==> src/rtl/bft_link_pkg.sv <==
// Shared constants, link state enum and saturating-add helper for the BFT leaf link.
package bft_link_pkg;

  localparam int PACKET_BITS_DEF = 49;
  localparam int VALID_BIT       = PACKET_BITS_DEF - 1;

  localparam int LEAF_LSB    = 43;
  localparam int LEAF_W      = 5;
  localparam int PORT_LSB    = 39;
  localparam int PORT_W      = 4;
  localparam int ADDR_LSB    = 32;
  localparam int ADDR_W      = 7;
  localparam int PAYLOAD_LSB = 0;
  localparam int PAYLOAD_W   = 32;

  typedef enum logic [1:0] {
    RUN,
    DRAIN,
    DECOUPLED,
    RELEASE
  } link_state_e;

  // Adds inc to a, clamping at the all-ones value of a bits-wide counter (bits <= 64).
  function automatic logic [63:0] sat_add(input logic [63:0] a, input logic [1:0] inc,
                                          input int unsigned bits);
    logic [63:0] max_v;
    max_v = (bits >= 64) ? '1 : ((64'd1 << bits) - 64'd1);
    if ((max_v - a) < {62'd0, inc}) begin
      return max_v;
    end
    return a + {62'd0, inc};
  endfunction

endpackage

==> src/rtl/bft_leaf_link_if.sv <==
// Packet buses and decouple handshake between BFT leaf port, link stage and leaf wrapper.
interface bft_leaf_link_if
  import bft_link_pkg::*;
#(
  parameter int PACKET_BITS = PACKET_BITS_DEF
);
  logic [PACKET_BITS-1:0] bft_din;
  logic [PACKET_BITS-1:0] leaf_din;
  logic [PACKET_BITS-1:0] leaf_dout;
  logic [PACKET_BITS-1:0] bft_dout;
  logic                   decouple;
  logic                   decouple_ack;
  logic                   leaf_reset;

  modport master (
    input  bft_din,
    input  leaf_dout,
    input  decouple,
    output leaf_din,
    output bft_dout,
    output decouple_ack,
    output leaf_reset
  );

  modport slave (
    output bft_din,
    output leaf_dout,
    output decouple,
    input  leaf_din,
    input  bft_dout,
    input  decouple_ack,
    input  leaf_reset
  );
endinterface

==> src/rtl/bft_link_pipe.sv <==
// Masked delay line: valid flits pass when en=1, everything else becomes an all-zero flit.
// Latency STAGES cycles; no backpressure, one flit per cycle.
module bft_link_pipe #(
  parameter int WIDTH  = 49,
  parameter int STAGES = 2
) (
  input  logic             clk,
  input  logic             ap_rst_n,
  input  logic [WIDTH-1:0] din,
  input  logic             en,
  output logic [WIDTH-1:0] dout,
  output logic             accept,
  output logic             drop
);

  logic [WIDTH-1:0] stage_q [STAGES];

  assign accept = din[WIDTH-1] & en;
  assign drop   = din[WIDTH-1] & ~en;

  // Idle flits are zeroed at entry so stale data bits never reach the far side.
  always_ff @(posedge clk) begin
    if (!ap_rst_n) begin
      for (int i = 0; i < STAGES; i++) begin
        stage_q[i] <= '0;
      end
    end else begin
      stage_q[0] <= accept ? din : '0;
      for (int i = 1; i < STAGES; i++) begin
        stage_q[i] <= stage_q[i-1];
      end
    end
  end

  assign dout = stage_q[STAGES-1];

endmodule

==> src/rtl/bft_leaf_link.sv <==
// BFT leaf link: registered pipes both ways plus drain/isolate/release control for DFX.
// Latency PIPE_STAGES cycles per direction; no backpressure. LINK_STATS_EN enables counters.
module bft_leaf_link
  import bft_link_pkg::*;
#(
  parameter int PACKET_BITS    = PACKET_BITS_DEF,
  parameter int PIPE_STAGES    = 2,
  parameter int RELEASE_CYCLES = 16,
  parameter int CNT_BITS       = 32
) (
  input  logic                 clk,
  input  logic                 ap_rst_n,
  bft_leaf_link_if.master      lnk,
  output logic [CNT_BITS-1:0]  pkt_cnt_down,
  output logic [CNT_BITS-1:0]  pkt_cnt_up,
  output logic [CNT_BITS-1:0]  drop_cnt
);

  localparam int CW = $clog2(RELEASE_CYCLES + PIPE_STAGES + 1);
  localparam logic [CW-1:0] DRAIN_LOAD = CW'(PIPE_STAGES - 1);
  localparam logic [CW-1:0] REL_LOAD   = CW'(RELEASE_CYCLES - 1);

  link_state_e   state_q, state_d;
  logic [CW-1:0] cnt_q, cnt_d;
  logic          ack_q;
  logic          lrst_q;
  logic          run_en;
  logic          acc_down, acc_up, drop_down, drop_up;

  assign run_en = (state_q == RUN);

  bft_link_pipe #(.WIDTH(PACKET_BITS), .STAGES(PIPE_STAGES)) u_pipe_down (
    .clk      (clk),
    .ap_rst_n (ap_rst_n),
    .din      (lnk.bft_din),
    .en       (run_en),
    .dout     (lnk.leaf_din),
    .accept   (acc_down),
    .drop     (drop_down)
  );

  bft_link_pipe #(.WIDTH(PACKET_BITS), .STAGES(PIPE_STAGES)) u_pipe_up (
    .clk      (clk),
    .ap_rst_n (ap_rst_n),
    .din      (lnk.leaf_dout),
    .en       (run_en),
    .dout     (lnk.bft_dout),
    .accept   (acc_up),
    .drop     (drop_up)
  );

  // Handshake outputs are flopped from the next state so they carry no input-to-output path.
  always_ff @(posedge clk) begin
    if (!ap_rst_n) begin
      state_q <= RELEASE;
      cnt_q   <= REL_LOAD;
      ack_q   <= 1'b0;
      lrst_q  <= 1'b1;
    end else begin
      state_q <= state_d;
      cnt_q   <= cnt_d;
      ack_q   <= (state_d == DECOUPLED);
      lrst_q  <= (state_d == DECOUPLED) || (state_d == RELEASE);
    end
  end

  always_comb begin
    state_d = state_q;
    cnt_d   = cnt_q;
    case (state_q)
      RUN: begin
        if (lnk.decouple) begin
          state_d = DRAIN;
          cnt_d   = DRAIN_LOAD;
        end
      end
      DRAIN: begin
        // A drain always runs to completion so both pipes are empty on isolation.
        if (cnt_q == '0) begin
          state_d = DECOUPLED;
        end else begin
          cnt_d = cnt_q - CW'(1);
        end
      end
      DECOUPLED: begin
        if (!lnk.decouple) begin
          state_d = RELEASE;
          cnt_d   = REL_LOAD;
        end
      end
      RELEASE: begin
        if (lnk.decouple) begin
          state_d = DECOUPLED;
        end else if (cnt_q == '0) begin
          state_d = RUN;
        end else begin
          cnt_d = cnt_q - CW'(1);
        end
      end
      default: begin
        state_d = RELEASE;
        cnt_d   = REL_LOAD;
      end
    endcase
  end

  assign lnk.decouple_ack = ack_q;
  assign lnk.leaf_reset   = lrst_q;

`ifdef LINK_STATS_EN
  logic [CNT_BITS-1:0] down_q, up_q, drop_q;

  always_ff @(posedge clk) begin
    if (!ap_rst_n) begin
      down_q <= '0;
      up_q   <= '0;
      drop_q <= '0;
    end else begin
      if (acc_down) begin
        down_q <= CNT_BITS'(sat_add(64'(down_q), 2'd1, CNT_BITS));
      end
      if (acc_up) begin
        up_q <= CNT_BITS'(sat_add(64'(up_q), 2'd1, CNT_BITS));
      end
      drop_q <= CNT_BITS'(sat_add(64'(drop_q), {1'b0, drop_down} + {1'b0, drop_up}, CNT_BITS));
    end
  end

  assign pkt_cnt_down = down_q;
  assign pkt_cnt_up   = up_q;
  assign drop_cnt     = drop_q;
`else
  logic unused_stats;
  assign unused_stats = ^{acc_down, acc_up, drop_down, drop_up};

  assign pkt_cnt_down = '0;
  assign pkt_cnt_up   = '0;
  assign drop_cnt     = '0;
`endif

endmodule

==> src/flat_wrapper.sv <==
// flat-port wrapper written by rule: the top's interface ports become plain ports
module bft_leaf_link_flat import bft_link_pkg::*;
#(
  parameter int PACKET_BITS    = PACKET_BITS_DEF,
  parameter int PIPE_STAGES    = 2,
  parameter int RELEASE_CYCLES = 16,
  parameter int CNT_BITS       = 32
)
  (clk, ap_rst_n, pkt_cnt_down, pkt_cnt_up, drop_cnt, lnk_bft_din, lnk_leaf_dout, lnk_decouple, lnk_leaf_din, lnk_bft_dout, lnk_decouple_ack, lnk_leaf_reset);
  bft_leaf_link_if #(.PACKET_BITS(PACKET_BITS)) lnk_i ();
  input  logic clk;
  input  logic ap_rst_n;
  output logic [CNT_BITS-1:0] pkt_cnt_down;
  output logic [CNT_BITS-1:0] pkt_cnt_up;
  output logic [CNT_BITS-1:0] drop_cnt;
  input wire logic [$bits(lnk_i.bft_din)-1:0] lnk_bft_din;
  input wire logic [$bits(lnk_i.leaf_dout)-1:0] lnk_leaf_dout;
  input wire logic [$bits(lnk_i.decouple)-1:0] lnk_decouple;
  output wire logic [$bits(lnk_i.leaf_din)-1:0] lnk_leaf_din;
  output wire logic [$bits(lnk_i.bft_dout)-1:0] lnk_bft_dout;
  output wire logic [$bits(lnk_i.decouple_ack)-1:0] lnk_decouple_ack;
  output wire logic [$bits(lnk_i.leaf_reset)-1:0] lnk_leaf_reset;
  assign lnk_i.bft_din = lnk_bft_din;
  assign lnk_i.leaf_dout = lnk_leaf_dout;
  assign lnk_i.decouple = lnk_decouple;
  assign lnk_leaf_din = lnk_i.leaf_din;
  assign lnk_bft_dout = lnk_i.bft_dout;
  assign lnk_decouple_ack = lnk_i.decouple_ack;
  assign lnk_leaf_reset = lnk_i.leaf_reset;
  bft_leaf_link #(.PACKET_BITS(PACKET_BITS), .PIPE_STAGES(PIPE_STAGES), .RELEASE_CYCLES(RELEASE_CYCLES), .CNT_BITS(CNT_BITS)) u_core (.clk(clk), .ap_rst_n(ap_rst_n), .lnk(lnk_i), .pkt_cnt_down(pkt_cnt_down), .pkt_cnt_up(pkt_cnt_up), .drop_cnt(drop_cnt));
endmodule
==> config.mk <==
export PLATFORM = sky130hd
export DESIGN_NAME = bft_leaf_link_flat
export DESIGN_NICKNAME = d
export VERILOG_FILES = /design/src/rtl/bft_link_pkg.sv /design/src/rtl/bft_leaf_link_if.sv /design/src/rtl/bft_link_pipe.sv /design/src/rtl/bft_leaf_link.sv /design/src/flat_wrapper.sv
export SDC_FILE = /design/constraint.sdc
export NUM_CORES = 1
export LEC_CHECK = 0
export BUFFER_PORTS_ARGS = -buffer_cell sky130_fd_sc_hd__buf_2
export CORE_UTILIZATION = 48
export DETAILED_ROUTE_END_ITERATION = 10
export PLACE_DENSITY = 0.82
export SYNTH_ARGS = -nofsm -noshare
export SYNTH_HDL_FRONTEND = slang
export SYNTH_SLANG_ARGS = --single-unit
==> constraint.sdc <==
create_clock -name clk -period 1.7 [get_ports clk]
set_input_delay 0.34 -clock clk [delete_from_list [all_inputs] [get_ports clk]]
set_output_delay 0.34 -clock clk [all_outputs]
set_load 0.05 [all_outputs]
==> flow_summary.yaml, run 1 <==
status:
  status: "finished clean"
timing:
  slew_viol_final: 0
  period_minus_slack_ns: 1.50
  hold_violations: 0
  fmax_ghz: 0.668
  finalSetupTns_ns: 0
  finalCritPeriodShare: 0.880
  fin_skew_ns: 0.00927
  finalSetupViolations: 0
  rsz0062_at_grt: "no"
power_and_ir_drop:
  p_total_w: 0.00972
  power.share.clock: 0.437
  irDropWorstVdd_mv: 0.761
  combPwrFrac: 0.067
  seq_power_share: 0.496
  sw_frac_of_total: 0.233
  power_per_cell_area_nw_per_um2: 1230
  power.internal_w: 0.00746
  p_leak_nw: 3.96
  power_switching_w: 0.00226
cells_and_area:
  utilization: 0.541
  fin_nets: 871
  num_antenna_cells: 0
  drive_above_1_share: 0.305
  syn_to_final_growth_pct: 9.18
yosys:
  avgSynthCellArea_um2: 10.9
  ys_types: 33
  synth_warnings: 0
  ys_ff_latch: 205
  synth_seq_area_share: 0.568
  synth_top_cell_area_share: 0.568
  ys_async_sr_fraction: 0
  yosys-top-cells-area: "dfxtp_1 57%, buf_4 20%, and2_1 17%"
  synth.most_common_cell: "dfxtp_1"
  synth_edf_count: 0
  yosys.area.top_type: "dfxtp_1"
  netlist_instances: 665
  ys.flop_type: "dfxtp_1"
  netlist_area_um2: 7220
  ys_top_cells_by_count: "205 x dfxtp_1, 194 x and2_1, 194 x buf_4, 10 x clkbuf_1"
clocking:
  post_cts_buffers: 0
  cts.sinks: 205
  cts_inserted_buffers: 21
  h-tree-depth: 1
  clock_latency_ns: 0.48
  post_cts_resized: 0
  clk_pin_slew_ns: 0.06
  root_buffer: "clkbuf_16"
  cts_hold_buf: 0
  cts_buffer_depth: 3
  cts_tree: "yes"
die:
  core_area_um2: 14600
  rows: 44
  fp.dieH_um: 125
  initial_core_util: 0.495
  die-width_um: 125
  die-area_um2: 15500
  pin_count: 297
detailed_routing:
  drt-total-wl_um: 11000
  ant_nets: 0
  via_per_inst: 3.98
  wl_per_cell_um: 11.4
  drtIter0Drc: 88
  first_pass_iters: 4
  drcViolationCount: 0
  via_count: 3850
worst_hold_path:
  hold_class: "primary input to register"
  hold_depth: 2
critical_path:
  critical_path.max_fanout: 7
  worst-path-buf-inv: 1
  path_depth: 5
  arrival_ns: 1.87
  slowest_delay_ns: 0.36
  crit_path_end_kind: "register"
  critPathLaunchType: "register"
  crit_family: "flip-flops"
  ff2ff_path_depth: 5
  crit_slowest_cell: "dfxtp_1"
  crit_chain: "inv_1, ha_1, nand4_1, nand2_2, a221o_1"
  cp_data_required_time_ns: 2.07
  crit_type: "register to register"
grt:
  grt_max_degree: 55
  grt_pass1_vias: 3481
  antenna_found_initial: 0
  grt_pass1_wl_um: 17000
  grt_usage: 0.136
  gr-total-overflow: 0
placed_design:
  hpwl_um: 7920
  gp_congestion: 0.799
  port-buffer-count: 200
flow_run:
  drv_cap: 0
placed cells by master (no fill, tap or decap), types with 2 or more instances in the layout:
cell        instances
nor3_1              2
o21ai_0             6
buf_2             200
clkinv_2            2
o211ai_1            2
nor2_1              5
clkbuf_1            8
clkinvlp_4          3
clkbuf_16          21
and4_1              2
and2_1            194
ha_1                2
buf_4               3
o21a_1              2
a21oi_1             3
inv_1               4
conb_1             96
nor2b_1             2
nand2_1             2
clkbuf_8            2
and3_4              2
dfxtp_1           205
state kept, by name (all words and copies together), names as in the netlist:
signal                      count
u_core.lnk.leaf_reset           1
u_core.lnk.decouple_ack         1
u_core.cnt_q                    5
u_core.u_pipe_down.stage_q     98
u_core.u_pipe_up.stage_q       98
u_core.state_q                  2
routing by layer:
layer	global-route usage	part of all wire	vias to the layer above
li1	-	-	1940
met1	0.142	0.38	1754
met2	0.261	0.54	140
met3	0.0314	0.065	16
met4	0.0489	0.018	0
met5	0	0	-
final cells by class:
class                      count  area, um2
inverter                       4       15.0
fill                        1274       6700
tap                          184        230
clock inverter                 7       71.3
timing repair buffer         203       1020
multi-input combinational    333       1860
sequential                   205       4100
clock buffer                  31        583
worst paths after layout:
check,start,end,slack [ns]
setup reg to reg,u_core.cnt_q[0],u_core.cnt_q[1],0.20
setup / recovery,u_core.cnt_q[0],u_core.cnt_q[1],0.20
hold / removal,lnk_bft_din[10],u_core.u_pipe_down.stage_q[0][10],0.06
hold reg to reg,u_core.u_pipe_up.stage_q[0][37],u_core.u_pipe_up.stage_q[0][86],0.43
power groups by stage:
| stage | Clock, W | Sequential, W | Combinational (W) |
|---|---|---|---|
| final | 0.00425 | 0.00482 | 0.000651 |
| after global routing | 0.00462 | 0.00482 | 0.000683 |
| after CTS | 0.00436 | 0.00482 | 0.000650 |
| after detailed placement | 0 | 0.00493 | 0.000648 |
| after global placement | 0 | 0.00493 | 0.000647 |
| after floorplan | 0 | 0.00493 | 0.000697 |
metrics by stage:
| stage | setup WS, ns | instance area, um2 | hold WS (ns) | instances |
|---|---|---|---|---|
| after floorplan | 0.371 | 7580 | 0.412 | 760 |
| after global placement | 0.305 | 7230 | 0.413 | 929 |
| after detailed placement | 0.228 | 7230 | 0.418 | 929 |
| after CTS | 0.221 | 7890 | 0.0377 | 967 |
| after global routing | 0.0826 | 7890 | 0.0376 | 967 |
| final | 0.203 | 7890 | 0.0552 | 967 |
kinds of logic after synthesis:
kind of cell,share of synthesized area
AOI/OAI and AO/OA,0.0156
adders and majority gates,0.00346
buffers and inverters,0.224
DFF,0.568
other,0.000519
and+or+nand+nor,0.188
(Power assumes the default switching activity.)
==> run 2, diff against run 1 <==
--- a/config.mk
+++ b/config.mk
@@ -9,6 +9,7 @@
 export CORE_UTILIZATION = 48
 export DETAILED_ROUTE_END_ITERATION = 10
-export PLACE_DENSITY = 0.82
+export PLACE_DENSITY = 0.81
 export SYNTH_ARGS = -nofsm -noshare
 export SYNTH_HDL_FRONTEND = slang
+export SYNTH_HIERARCHICAL = 1
 export SYNTH_SLANG_ARGS = --single-unit
==> constraint.sdc (replaced) <==
create_clock -name clk -period 1.7 [get_ports clk]
set_input_delay 0.34 -clock clk [delete_from_list [all_inputs] [get_ports clk]]
set_output_delay 0.34 -clock clk [all_outputs]
set_load 0.005 [all_outputs]
==> flow_summary.yaml, run 2 <==
critical_path:
  critical_path.max_fanout: 4
  r2r_start: "u_core/cnt_q[0]"
  arrival_ns: 1.96
  cp_data_required_time_ns: 2.07
  crit_type: "register to register"
  crit_chain: "inv_1, ha_1, nor3b_2, a211oi_2, buf_4, mux2_4"
  crit_slowest_cell: "dfxtp_2"
  worst-path-buf-inv: 2
  crit_family: "flip-flops"
  slowest_delay_ns: 0.34
  crit_path_end_kind: "register"
  r2r_slack_ns: 0.11
  critPathLaunch: "u_core/cnt_q[0]"
  critPathLaunchType: "register"
detailed_routing:
  ant_nets: 0
  drt-total-wl_um: 12600
  first_pass_iters: 4
  via_count: 4236
  drcViolationCount: 0
  wl_per_cell_um: 13.0
  via_per_inst: 4.38
  drtIter0Drc: 235
cells_and_area:
  fin_nets: 870
  drive_above_1_share: 0.321
  final_cell_mix: "202 x dfxtp_1, 199 x buf_2, 100 x and2_1, 97 x and4_1, 96 x conb_1"
  final_common_cell: "dfxtp_1"
  syn_to_final_growth_pct: 10.0
  largest_registers: "u_core/u_pipe_down/stage_q (98), u_core/u_pipe_up/stage_q (98), u_core/cnt_q (5)"
die:
  fp.dieH_um: 127
  core_area_um2: 15200
  initial_core_util: 0.492
  die-area_um2: 16100
  pin_count: 297
  rows: 45
  die-width_um: 127
timing:
  period_minus_slack_ns: 1.59
  finalSetupTns_ns: 0
  finalCritPeriodShare: 0.934
  slew_viol_final: 0
  rsz0062_at_grt: "no"
  hold_ws_ns: 0.129
  finalSetupViolations: 0
  hold_violations: 0
  fin_skew_ns: 0.0105
  fmax_ghz: 0.629
yosys:
  netlist_area_um2: 7480
  avgSynthCellArea_um2: 11.1
  synth_warnings: 6
  netlist_instances: 677
clocking:
  cts_buffer_depth: 3
  clock_latency_ns: 0.48
  cts_inserted_buffers: 21
  clk_pin_slew_ns: 0.06
  cts.sinks: 204
  h-tree-depth: 1
  cts_tree: "yes"
  root_buffer: "clkbuf_16"
grt:
  grt_pass1_vias: 3771
  grt_max_degree: 71
  gr-total-overflow: 0
  grt_pass1_wl_um: 19200
  antenna_found_initial: 2
  grt_usage: 0.149
placed_design:
  gp_congestion: 0.816
  hpwl_um: 8740
  port-buffer-count: 200
power_and_ir_drop:
  p_leak_nw: 4.06
  power_per_cell_area_nw_per_um2: 1140
  irDropWorstVdd_mv: 0.621
worst_hold_path:
  hold_class: "primary input to register"
  min_from: "lnk_leaf_dout[20]"
status:
  status: "finished clean"
flow_run:
  drv_cap: 0
-- run 2: cell types whose count changed in the layout (fill, tap and decap cells not counted), moves of 3 or more --
cell | before | now
and3_1 | 0 | 3
and2_1 | 194 | 100
nor2_1 | 5 | 2
dfxtp_1 | 205 | 202
and4_1 | 2 | 97
clkbuf_1 | 8 | 2
buf_12 | 0 | 5
clkinvlp_4 | 3 | 0
-- run 2: where the power goes --
| part | total, W | switching, W | internal, W |
|---|---|---|---|
| combinational | 0.000302 | 0.000180 | 0.000123 |
| sequential | 0.00480 | 0.0000121 | 0.00479 |
| clock | 0.00431 | 0.00172 | 0.00259 |
-- run 2: final timing paths --
check | cells past startpoint | end
worst max-delay path | 6 | u_core/cnt_q[1]
worst min-delay path | 2 | u_core/u_pipe_up/stage_q[0][20]
worst min register to register | 1 | u_core/u_pipe_up/stage_q[0][53]
worst max register to register | 6 | u_core/cnt_q[1]
-- run 2: layout make-up --
cell class	count	area, um2
Antenna cell	1	2.50
Clock buffer	27	588
Clock inverter	7	71.3
Fill cell	1321	6970
Inverter	3	11.3
Multi-Input combinational cell	329	2110
Sequential cell	204	4090
Tap cell	188	235
Timing Repair Buffer	209	1130
-- run 2: routing by layer --
metal | routed length (um) | track usage
met1 | 5020 | 0.167
met4 | 419 | 0.0672
met3 | 847 | 0.0375
met5 | 0 | 0
met2 | 6320 | 0.267
-- run 2: metrics by stage --
stage / power [W] / cell area [um2] / worst slack, ns / utilization / std cells
after floorplan: 0.00521 / 7840 / 0.240 / - / 772
after CTS: 0.00952 / 8210 / 0.0926 / 0.540 / 966
final: 0.00941 / 8230 / 0.111 / 0.542 / 968
after detailed placement: 0.00520 / 7550 / 0.102 / 0.497 / 932
after global placement: 0.00519 / 7550 / 0.177 / 0.497 / 932
after global routing: 0.00978 / 8230 / 0.0272 / 0.542 / 968
-- run 2: what timing repair did --
item                       4_1_cts  5_1_grt
setup endpoints to repair        0        2
hold buffers                     0        0
setup buffers                    0        1
gates resized for setup          0        5
